### config.mk
export PLATFORM = sky130hd
export DESIGN_NAME = reg_write_arbiter
export DESIGN_NICKNAME = d
export VERILOG_FILES = /design/src/rtl/reg_arb_pkg.sv /design/src/rtl/rr_pick.sv /design/src/rtl/reg_write_arbiter.sv
export SDC_FILE = /design/constraint.sdc
export NUM_CORES = 1
export LEC_CHECK = 0
export BUFFER_PORTS_ARGS = -buffer_cell sky130_fd_sc_hd__buf_2
export CORE_MARGIN = 2
export CORE_UTILIZATION = 43
export CTS_CLUSTER_DIAMETER = 200
export DETAILED_ROUTE_END_ITERATION = 6
export PLACE_DENSITY = 0.75
export SLEW_MARGIN = 10
export SYNTH_ARGS = -nofsm -noshare
export SYNTH_HDL_FRONTEND = slang
export SYNTH_SLANG_ARGS = --single-unit
### constraint.sdc
create_clock -name clk -period 2.1 [get_ports clk]
set_input_delay 0.315 -clock clk [delete_from_list [all_inputs] [get_ports clk]]
set_output_delay 0.315 -clock clk [all_outputs]
set_load 0.01 [all_outputs]
### src/rtl/reg_arb_pkg.sv
// rtl/reg_arb_pkg.sv - shared types and helpers for the register write arbiter
package reg_arb_pkg;

  typedef enum logic [0:0] {
    ARB    = 1'b0,
    LOCKED = 1'b1
  } arb_state_t;

  localparam int MAX_REQ = 32;

  function automatic int clog2(input int v);
    int r;
    r = 0;
    while ((1 << r) < v) r++;
    return r;
  endfunction

  // Callers truncate the result to their own requester count.
  function automatic logic [MAX_REQ-1:0] onehot(input int unsigned idx);
    return {{(MAX_REQ-1){1'b0}}, 1'b1} << idx;
  endfunction

endpackage

### src/rtl/rr_pick.sv
// rtl/rr_pick.sv - combinational round-robin picker: first set req bit at or after ptr
module rr_pick #(
  parameter int N    = 4,
  parameter int IDXW = 2
) (
  input  logic [N-1:0]    req_i,
  input  logic [IDXW-1:0] ptr_i,
  output logic            found_o,
  output logic [IDXW-1:0] winner_o
);

  // Scanning from the far end lets the nearest candidate overwrite the others.
  always_comb begin
    found_o  = 1'b0;
    winner_o = '0;
    for (int k = N - 1; k >= 0; k--) begin
      int idx;
      idx = int'(ptr_i) + k;
      if (idx >= N) idx = idx - N;
      if (req_i[idx]) begin
        found_o  = 1'b1;
        winner_o = IDXW'(idx);
      end
    end
  end

endmodule

### src/rtl/reg_write_arbiter.sv
// rtl/reg_write_arbiter.sv - round-robin arbiter sharing one holding register,
// with burst locking and forced release after MAX_LOCK cycles
module reg_write_arbiter
  import reg_arb_pkg::*;
#(
  parameter  int N_REQ    = 4,
  parameter  int WIDTH    = 8,
  parameter  int MAX_LOCK = 4,
  localparam int IDXW     = clog2(N_REQ),
  localparam int CNTW     = clog2(MAX_LOCK + 1)
) (
  input  logic                   clk,
  input  logic                   rst,
  input  logic [N_REQ-1:0]       req,
  input  logic [N_REQ-1:0]       lock,
  input  logic [N_REQ*WIDTH-1:0] wdata,
  output logic [N_REQ-1:0]       gnt,
  output logic [IDXW-1:0]        owner,
  output logic [WIDTH-1:0]       q,
  output logic                   q_valid,
  output logic                   lock_abort
);

  arb_state_t       state_q;
  logic [IDXW-1:0]  ptr_q, ptr_d;
  logic [CNTW-1:0]  lock_cnt_q;
  logic [N_REQ-1:0] gnt_q;
  logic [IDXW-1:0]  owner_q;
  logic [WIDTH-1:0] q_q;
  logic             q_valid_q;
  logic             lock_abort_q;

  logic             pick_found;
  logic [IDXW-1:0]  pick_idx;

  rr_pick #(
    .N    (N_REQ),
    .IDXW (IDXW)
  ) u_rr_pick (
    .req_i    (req),
    .ptr_i    (ptr_q),
    .found_o  (pick_found),
    .winner_o (pick_idx)
  );

  assign ptr_d = (pick_idx == IDXW'(N_REQ - 1)) ? '0 : pick_idx + 1'b1;

  always_ff @(posedge clk) begin
    if (rst) begin
      state_q      <= ARB;
      ptr_q        <= '0;
      lock_cnt_q   <= '0;
      gnt_q        <= '0;
      owner_q      <= '0;
      q_q          <= '0;
      q_valid_q    <= 1'b0;
      lock_abort_q <= 1'b0;
    end else begin
      lock_abort_q <= 1'b0;
      case (state_q)
        ARB: begin
          if (!pick_found) begin
            gnt_q <= '0;
          end else begin
            q_q       <= wdata[pick_idx*WIDTH +: WIDTH];
            gnt_q     <= N_REQ'(onehot(int'(pick_idx)));
            owner_q   <= pick_idx;
            q_valid_q <= 1'b1;
            ptr_q     <= ptr_d;
            if (lock[pick_idx]) begin
              state_q    <= LOCKED;
              lock_cnt_q <= CNTW'(1);
            end
          end
        end
        LOCKED: begin
          // ptr_q already points past the owner, so release resumes fairly.
          if (lock_cnt_q == CNTW'(MAX_LOCK) && lock[owner_q]) begin
            gnt_q        <= '0;
            lock_abort_q <= 1'b1;
            lock_cnt_q   <= '0;
            state_q      <= ARB;
          end else if (req[owner_q]) begin
            q_q        <= wdata[owner_q*WIDTH +: WIDTH];
            gnt_q      <= N_REQ'(onehot(int'(owner_q)));
            lock_cnt_q <= lock_cnt_q + 1'b1;
            if (!lock[owner_q]) state_q <= ARB;
          end else begin
            gnt_q <= '0;
            if (!lock[owner_q]) state_q <= ARB;
            else lock_cnt_q <= lock_cnt_q + 1'b1;
          end
        end
        default: state_q <= ARB;
      endcase
    end
  end

  assign gnt        = gnt_q;
  assign owner      = owner_q;
  assign q          = q_q;
  assign q_valid    = q_valid_q;
  assign lock_abort = lock_abort_q;

endmodule

==> impl_metrics.json <==
{
  "hold_viol": 0,
  "ir_drop_mv": 0.381,
  "yosys.area_share.simple": 0.141,
  "syn_nets": 195,
  "status": "finished clean",
  "clk_latency_ns": 0.30,
  "arrival_ns": 2.24,
  "fillCellCount": 306,
  "port_buffers": 57,
  "tightest_slew_ns": 0.459,
  "first_iter_violations": 38,
  "worst_hold_slack_ns": 0.361,
  "mostFrequentLayoutCell": "buf_2",
  "n_antenna_cell": 0,
  "synth_area_per_cell_sq_um": 9.52,
  "core_area_sq_mm": 0.00308,
  "start_util": 0.455,
  "period_needed_ns": 1.99,
  "wl_met1_mm": 1.44,
  "cts_hold_buf": 0,
  "crit_fanout": 8,
  "layout_common_cells": "buf_2 (57), mux2i_1 (29), dfxtp_1 (22)",
  "grt_use_total": 0.183,
  "fin_nets": 265,
  "power_mw": 1.65,
  "htree_levels": 1,
  "cts_tree": "done",
  "drive_gt1_frac": 0.405,
  "cp-start-kind": "register",
  "wl_met3_microns": 259,
  "cts_buffer_depth": 2,
  "cts_setup_buffers": 0,
  "routed_wl_mm": 3.25,
  "via_count": 1353,
  "timing.fmax_mhz": 504,
  "async_flop_share": 0,
  "syn_area_sq_mm": 0.00140,
  "maxUsedRoutingLayer": "met4",
  "cts_resized": 0,
  "grt_pass1_vias": 1220,
  "syn_inst": 147,
  "max_slew_margin": 0.686,
  "synth_edf_count": 0,
  "stdcell_count": 259,
  "dr_wl_met2_mm": 1.51,
  "fin_crit_sh": 0.945,
  "drcViolationCount": 0,
  "synthMuxAreaShare": 0.245,
  "antenna_left": 0,
  "grt_max_degree": 17,
  "clock_skew_ns": 0.00305,
  "gp_congestion": 0.905,
  "io_pins": 58,
  "path_class": "reg2reg",
  "grt_pass1_wl_mm": 5.19,
  "synth_top_family_by_area": "multiplexers",
  "hpwl_mm": 2.60,
  "synthAdderAreaFrac": 0.0536,
  "dp_cells": 256,
  "drv_cap": 0,
  "area_delta_synth_final_pct": 31.7,
  "yosys_warnings": 0,
  "numCtsBuffers": 3,
  "synth-xor-area-share": 0,
  "synth_seq_cells": 22,
  "endpoint_kind": "register",
  "stdcell_area_sq_mm": 0.00184,
  "hold_path.class": "in2reg",
  "yosysSeqAreaShare": 0.315,
  "drtPass1Iterations": 4,
  "final_max_slew_viol_count": 0,
  "dieArea_sq_mm": 0.00373,
  "wire_per_inst_microns": 12.5,
  "fp.dieW_microns": 61.1,
  "viasPerCell": 5.22,
  "postPlaceCellArea_sq_mm": 0.00182,
  "grt_antenna_before_repair": 0,
  "finalSetupViolCount": 0,
  "p_per_area_mw_per_mm2": 894,
  "fp-row-count": 20,
  "synth_compound_area_frac": 0.200,
  "ys_types": 33,
  "cts-root-buf": "clkbuf_4",
  "fp.dieH_microns": 61.1,
  "cts_sinks": 22,
  "power.leakage_nw": 0.929,
  "clkTransAtPathRegs_ns": 0.11,
  "synthFlopType": "dfxtp_1",
  "cp.required_ns": 2.35,
  "grt_overflow": 0
}
flip-flops by register name, summed over array words and instances (netlist names):
name and flops:
gnt 4, lock_abort 1, lock_cnt_q 3, owner 2
ptr_q 2, q 8, q_valid 1, state_q 1
report_power, final:
part | total [mW] | switching, mW | internal, mW
clock | 0.187 | 0.120 | 0.0669
sequential | 0.595 | 0.0797 | 0.515
combinational | 0.868 | 0.424 | 0.444
cell families after synthesis:
kind of cell    Yosys count
compound gates           35
flops                    22
buf+inv                  14
mux                      31
fa+ha+maj                 6
simple gates             39
synthesized netlist by cell type (3+ instances only):
cell	n	area, sq um
inv_1	10	37.5
a21oi_1	10	50.1
mux2i_1	29	290
nor3_1	3	15.0
nand2_1	8	30.0
dfxtp_1	22	440
ha_1	6	75.1
nor2_1	13	48.8
nand2b_1	3	18.8
a22o_2	7	70.1
o221ai_1	3	26.3
o21ai_0	4	20.0
per-stage QoR:
step                       util  TNS [ns]  setup slack [ns]
after global placement    0.590         0            0.0223
final                     0.599         0             0.115
after detailed placement  0.590  -0.00716          -0.00352
after global routing      0.599   -0.0664           -0.0216
after CTS                 0.598         0            0.0252
after floorplan               -         0            0.0920
worst max-delay path, stage by stage (launching register included):
cell and delay (ns):
dfxtp_1 0.40, mux4_1 0.58, and2b_1 0.22, nor2_1 0.19, nor2_1 0.09, nor2_2 0.27
a22o_1 0.19
per-layer routing:
metal  vias up  track usage
met1       611        0.233
met3         5       0.0273
met4         0       0.0559
met2        56        0.318
li1        681            -
met5         -            0
cell type report:
class / instances / area [sq um] / share of cell area
clock buffer: 3 / 22.5 / 0.0122
tap: 44 / 55.1 / 0.0299
sequential: 22 / 440 / 0.239
multi-input combinational: 111 / 901 / 0.488
inverter: 10 / 37.5 / 0.0204
timing repair buffer: 69 / 388 / 0.210
path summary, 6_finish.rpt:
check | from | slack [ns] | end | depth (start not counted)
min reg2reg | q_valid | 0.48 | q_valid | 2
max | owner[0] | 0.11 | q[5] | 6
max reg2reg | owner[0] | 0.11 | q[5] | 6
min | rst | 0.36 | gnt[1] | 2
No activity file was read; power rests on OpenSTA's default activity.
